<file path="src/rtl/pipe_ctrl_pkg.sv">
// ---------------------------------------------------------------------------
// pipe_ctrl_pkg
// Shared types and constants for the pipeline control slice.
//   hz_state_t : hazard controller state (RUN, LU_STALL, REDIR)
//   REG_W      : register-index width of the pipeline
//   REG_ZERO   : index of the hard-wired zero register
// ---------------------------------------------------------------------------
package pipe_ctrl_pkg;

  localparam int REG_W = 5;
  localparam logic [REG_W-1:0] REG_ZERO = 5'd0;

  typedef enum logic [1:0] {
    RUN      = 2'd0,
    LU_STALL = 2'd1,
    REDIR    = 2'd2
  } hz_state_t;

endpackage

</file>
<file path="src/rtl/sat_counter.sv">
// ---------------------------------------------------------------------------
// sat_counter
// Up-counter that sticks at all-ones instead of wrapping.
//   clk     in  clock
//   reset_n in  asynchronous active-low reset (clears count)
//   inc     in  count this cycle
//   count   out current value
// ---------------------------------------------------------------------------
module sat_counter #(
  parameter int W = 32
) (
  input  logic         clk,
  input  logic         reset_n,
  input  logic         inc,
  output logic [W-1:0] count
);

  // Increment on request, but hold once every bit is set so the debug
  // path never sees a small number after a long run.
  always_ff @(posedge clk or negedge reset_n) begin
    if (!reset_n) begin
      count <= '0;
    end else if (inc && (count != {W{1'b1}})) begin
      count <= count + 1'b1;
    end
  end

endmodule

</file>
<file path="src/rtl/hazard_ctrl.sv">
// ---------------------------------------------------------------------------
// hazard_ctrl
// Pipeline hazard controller: load-use stall detection between ID and EX,
// redirect (branch/jump) flush sequencing, and saturating stall/flush
// performance counters.
//   clk          in  pipeline clock
//   reset_n      in  asynchronous active-low reset
//   id_rs        in  rs field of the ID instruction
//   id_rt        in  rt field of the ID instruction
//   id_uses_rt   in  ID instruction reads rt as a source
//   ex_mem_read  in  EX instruction is a load
//   ex_rt        in  destination register of the EX load
//   ex_redirect  in  control-flow redirect resolved in EX this cycle
//   pc_stall     out hold PC
//   if_id_stall  out hold IF/ID
//   if_id_flush  out zero IF/ID
//   id_ex_stall  out insert a bubble into ID/EX
//   id_ex_flush  out kill the ID/EX entry
//   stall_cycles out number of load-use stall cycles (saturating)
//   flush_cycles out number of IF/ID flush cycles (saturating)
// ---------------------------------------------------------------------------
module hazard_ctrl
  import pipe_ctrl_pkg::*;
#(
  parameter int REDIRECT_BUBBLES = 1,
  parameter int CNT_W            = 32
) (
  input  logic             clk,
  input  logic             reset_n,
  input  logic [REG_W-1:0] id_rs,
  input  logic [REG_W-1:0] id_rt,
  input  logic             id_uses_rt,
  input  logic             ex_mem_read,
  input  logic [REG_W-1:0] ex_rt,
  input  logic             ex_redirect,
  output logic             pc_stall,
  output logic             if_id_stall,
  output logic             if_id_flush,
  output logic             id_ex_stall,
  output logic             id_ex_flush,
  output logic [CNT_W-1:0] stall_cycles,
  output logic [CNT_W-1:0] flush_cycles
);

  localparam logic [2:0] BUBBLE_LOAD = 3'(REDIRECT_BUBBLES);
  localparam logic       HAS_BUBBLES = (REDIRECT_BUBBLES > 0);

  hz_state_t  state;
  hz_state_t  next_state;
  logic [2:0] bub_cnt;
  logic [2:0] next_bub_cnt;

  logic load_use;
  logic raw_pc_stall;
  logic raw_if_id_stall;
  logic raw_if_id_flush;
  logic raw_id_ex_stall;
  logic raw_id_ex_flush;

  // A load in EX whose destination feeds the ID instruction; writes to the
  // zero register never create a dependency.
  assign load_use = ex_mem_read && (ex_rt != REG_ZERO) &&
                    ((ex_rt == id_rs) || (id_uses_rt && (ex_rt == id_rt)));

  // Mealy decode of the controls and next state. A redirect always wins over
  // a load-use hazard, and in REDIR the ID stage holds a flushed NOP, so any
  // apparent load-use there is ignored.
  always_comb begin
    next_state      = state;
    next_bub_cnt    = bub_cnt;
    raw_pc_stall    = 1'b0;
    raw_if_id_stall = 1'b0;
    raw_if_id_flush = 1'b0;
    raw_id_ex_stall = 1'b0;
    raw_id_ex_flush = 1'b0;

    unique case (state)
      REDIR: begin
        raw_if_id_flush = 1'b1;
        if (ex_redirect) begin
          raw_id_ex_flush = 1'b1;
          next_bub_cnt    = BUBBLE_LOAD;
          next_state      = REDIR;
        end else begin
          next_bub_cnt = bub_cnt - 3'd1;
          if (bub_cnt <= 3'd1) begin
            next_state = RUN;
          end
        end
      end

      default: begin
        if (ex_redirect) begin
          raw_if_id_flush = 1'b1;
          raw_id_ex_flush = 1'b1;
          next_bub_cnt    = BUBBLE_LOAD;
          next_state      = HAS_BUBBLES ? REDIR : RUN;
        end else if (load_use) begin
          raw_pc_stall    = 1'b1;
          raw_if_id_stall = 1'b1;
          raw_id_ex_stall = 1'b1;
          next_state      = LU_STALL;
        end else begin
          next_state = RUN;
        end
      end
    endcase
  end

  // Controls are forced low while reset is held so a half-initialised
  // pipeline never sees a stall or flush request.
  assign pc_stall    = raw_pc_stall    & reset_n;
  assign if_id_stall = raw_if_id_stall & reset_n;
  assign if_id_flush = raw_if_id_flush & reset_n;
  assign id_ex_stall = raw_id_ex_stall & reset_n;
  assign id_ex_flush = raw_id_ex_flush & reset_n;

  // State and bubble counter. Reset drops any pending redirect bubbles.
  always_ff @(posedge clk or negedge reset_n) begin
    if (!reset_n) begin
      state   <= RUN;
      bub_cnt <= 3'd0;
    end else begin
      state   <= next_state;
      bub_cnt <= next_bub_cnt;
    end
  end

  sat_counter #(.W(CNT_W)) u_stall_cnt (
    .clk     (clk),
    .reset_n (reset_n),
    .inc     (id_ex_stall),
    .count   (stall_cycles)
  );

  sat_counter #(.W(CNT_W)) u_flush_cnt (
    .clk     (clk),
    .reset_n (reset_n),
    .inc     (if_id_flush),
    .count   (flush_cycles)
  );

endmodule

</file>
<file path="config.mk">
export PLATFORM = sky130hd
export DESIGN_NAME = hazard_ctrl
export DESIGN_NICKNAME = d
export VERILOG_FILES = /design/src/rtl/pipe_ctrl_pkg.sv /design/src/rtl/sat_counter.sv /design/src/rtl/hazard_ctrl.sv
export SDC_FILE = /design/constraint.sdc
export NUM_CORES = 1
export LEC_CHECK = 0
export ABC_AREA = 1
export ABC_CLOCK_PERIOD_IN_PS = 1600
export BUFFER_PORTS_ARGS = -buffer_cell sky130_fd_sc_hd__clkbuf_2
export CAP_MARGIN = 40
export CORE_MARGIN = 1
export CORE_UTILIZATION = 39
export DETAILED_ROUTE_END_ITERATION = 6
export GPL_TIMING_DRIVEN = 1
export PLACE_DENSITY = 0.68
export RECOVER_POWER = 100
export SLEW_MARGIN = 5
export SYNTH_ARGS = -nofsm -noshare
export SYNTH_HDL_FRONTEND = slang
export SYNTH_SLANG_ARGS = --single-unit
</file>
<file path="constraint.sdc">
create_clock -name clk -period 1.6 [get_ports clk]
set_clock_uncertainty 0.1 [all_clocks]
set_input_delay 0.32 -clock clk [delete_from_list [all_inputs] [get_ports clk]]
set_output_delay 0.32 -clock clk [all_outputs]
set_load 0.005 [all_outputs]
</file>
==> impl_metrics.yaml <==
clocking:
  cts_tree: "built"
  h-tree-depth: 3
  cts_buffer_depth: 2
  insertion_delay_ns: 0.35
  clk_pin_slew_worst_paths_ns: 0.06
  cts_root_buf: "clkbuf_16"
  cts.sinks: 69
  numCtsBuffers: 9
drt:
  routed_wl_um: 17200
  dr.pass1.iters: 7
  vias_per_cell: 5.06
  antenna_left: 0
  drc: 12
  wire_per_inst_um: 15.3
  dr_total_vias: 5707
  drtIter0Drc: 406
logic_synthesis:
  synth_common_cells: "330 x nand2_1, 75 x nor2_1, 69 x dfrtp_1, 48 x inv_1, 25 x xor2_1"
  synth_simple_gate_area_frac: 0.454
  synth_compound_area_frac: 0.0269
  synth_area_mm2: 0.00466
  synth_area_leaders: "dfrtp_1 37%, nand2_1 27%, nor2_1 6.0%"
  synth_edf_count: 0
  ys_seq_area_frac: 0.371
  synth_fa_ha_area_frac: 0.00806
  ys.flop_type: "dfrtp_1"
  synthXorXnorAreaFrac: 0.0602
  synth.most_common_cell: "nand2_1"
  syn_inst: 697
  synth.mux.area_fraction: 0
  async_reset_ff_frac: 1.00
  avgSynthCellArea_um2: 6.68
  synth_top_area_share: 0.371
  ys_types: 31
  synth_top_family_by_area: "simple AND/OR/NAND/NOR gates"
  yosysTopAreaCell: "dfrtp_1"
  synth_warnings: 0
  synth_nets: 720
  ys_seq_elements: 69
die:
  rows: 39
  die_area_mm2: 0.0124
  io_pins: 89
  die_w_um: 111
  die_h_um: 111
  start_util: 0.404
  fp.coreArea_mm2: 0.0115
worst_setup_path:
  reg2reg_slack_ns: -0.18
  crit_type: "reg2out"
  r2r-start: "u_flush_cnt.count[26]"
  crit_required_ns: 1.18
  arrival_ns: 1.38
  reg2reg_depth: 10
  cp_max_fo: 3
  end_kind: "output pin"
  crit_start: "state[1]"
  cp-start-kind: "flop"
  crit_end: "id_ex_stall"
  worstReg2RegEnd: "u_flush_cnt.count[4]"
worst_hold_path:
  hold_path_class: "in2async"
layout:
  drive_gt1_frac: 0.515
  fill_cells: 860
  final_nets: 1002
  area_delta_synth_final_pct: 72.1
  n_antenna_cell: 0
place:
  place_congestion: 0.962
  hpwlAfterDp_um: 10500
  port_buffers: 88
sta:
  slew_violations: 0
  max_slew_margin: 0.434
  fin_tns_setup_ns: -8.01
  period_needed_ns: 1.80
  worstMarginPinSlew_ns: 0.849
  setup_ws_ns: -0.202
  finalSetupViolCount: 69
  rsz0062_at_grt: "true"
  final-hold-violation-count: 0
  fin_crit_sh: 1.13
  fmax_ghz: 0.555
global_routing:
  grt_start_max_net_pins: 52
  grt_pass1_vias: 5385
  grt_pass1_wl_um: 25300
  antenna_found_initial: 0
  grtUsageTotal: 0.260
  grt_overflow: 0
run_status:
  failed_checks: "design-rule violations, negative setup slack"
  status: "finished with violations"
power_and_ir_drop:
  leakage_nw: 4.19
  p_per_area_mw_per_mm2: 647
  power.switching_mw: 1.54
  pwr-share-comb: 0.245
  pwr-share-clk: 0.373
  p_seq_frac: 0.382
  p_int_mw: 3.64
  swShare: 0.297
  power_mw: 5.19
  peakVddDrop_mv: 0.757
run:
  drv_cap: 0
kinds of logic (layout without fill, tap and decap cells):
group | after synthesis | count (layout)
flops | 69 | 69
simple gates | 496 | 497
buf+inv | 73 | 359
compound gates | 24 | 24
fa+ha+maj | 3 | 3
xor+xnor | 32 | 32
final cells by class:
| cell class | instances | area [µm²] | share of cell area |
|---|---|---|---|
| inverter | 59 | 253 | 0.0315 |
| sequential | 69 | 1730 | 0.216 |
| timing repair buffer | 281 | 2140 | 0.267 |
| tap | 143 | 179 | 0.0223 |
| multi-input combinational | 556 | 3380 | 0.422 |
| timing repair inverter | 3 | 47.5 | 0.00593 |
| clock buffer | 15 | 278 | 0.0347 |
| clock inverter | 1 | 5.00 | 0.000625 |
power groups by stage:
stage	clock network [mW]	logic [mW]	registers, mW
floorplan	0	0.353	2.01
global placement	0	0.852	1.99
detailed placement	0	0.871	1.98
CTS	1.96	1.18	1.97
global route	2.03	1.38	1.99
finish	1.93	1.27	1.98
metrics by stage:
step | area (µm²) | hold slack [ns] | utilization | cells | setup slack, ns
2_1_floorplan | 4690 | -0.0756 | - | 697 | -0.0317
3_3_place_gp | 6290 | 0.273 | 0.547 | 1062 | -0.321
3_5_place_dp | 6290 | 0.272 | 0.547 | 1062 | -0.369
4_1_cts | 7340 | 0.109 | 0.637 | 1113 | -0.253
5_1_grt | 8010 | 0.156 | 0.696 | 1127 | -0.289
6_report | 8010 | 0.0897 | 0.696 | 1127 | -0.202
placed cells by master (no fill, tap or decap), types with 3 or more instances in the layout:
cell type  netlist  layout
a21oi_1          3       3
buf_12           0       6
buf_4            2     167
buf_6            7      18
clkbuf_1         0       3
clkbuf_16        0      11
clkbuf_2         0      83
clkbuf_8         0       3
dfrtp_1         69      65
dfrtp_2          0       4
inv_1           48      39
inv_2           11      15
nand2_1        330     240
nand2_2          5      75
nand2_4          1      21
nand3_1         20      12
nand3_2          1       3
nand3_4          0       6
nand3b_1        18      18
nand4_1         10      10
nor2_1          75      38
nor2_2           5      21
nor2_4           2      24
nor3_1          21       7
nor3_2           2      10
nor3_4           1       7
nor3b_2          0       3
o21ai_1          7       6
o21ai_2          0      11
xnor2_1          7       7
xor2_1          25      23
flip-flops by register name, summed over array words and instances, names as in the netlist:
register and count:
state 2, u_stall_cnt.count 32, u_flush_cnt.count 32, bub_cnt 3
critical path, cell delays in order (launching register included):
cell     delay [ns]
dfrtp_1        0.35
inv_1          0.06
nor2_2         0.04
inv_2          0.05
nand2_2        0.06
nor2_4         0.13
nand3_4        0.08
buf_6          0.13
inv_6          0.05
buf_6          0.08
repair_timing:
item / CTS / global route
setup endpoints to repair: 67 / 87
hold endpoints to repair: 18 / 0
pin swaps: 30 / 70
resized for setup: 112 / 176
hold buffers: 1 / 0
gates cloned: 7 / 2
setup buffers: 27 / 19
metal layers:
layer	up-vias	global-route usage	part of all wire
li1	2752	-	-
met1	2663	0.325	0.40
met2	225	0.433	0.49
met3	67	0.0487	0.067
met4	0	0.119	0.039
met5	-	0	0
worst min-delay path by stage:
stage | to | slack (ns) | depth (start not counted) | startpoint
2_1_floorplan | bub_cnt[0] | -0.08 | 0 | reset_n
3_3_place_gp | state[0] | 0.27 | 2 | reset_n
3_5_place_dp | state[0] | 0.27 | 2 | reset_n
4_1_cts | u_stall_cnt.count[2] | 0.11 | 2 | reset_n
5_1_grt | u_stall_cnt.count[2] | 0.16 | 2 | reset_n
6_report | u_stall_cnt.count[6] | 0.09 | 2 | reset_n
Note: power is estimated with default switching activity, not from simulation.
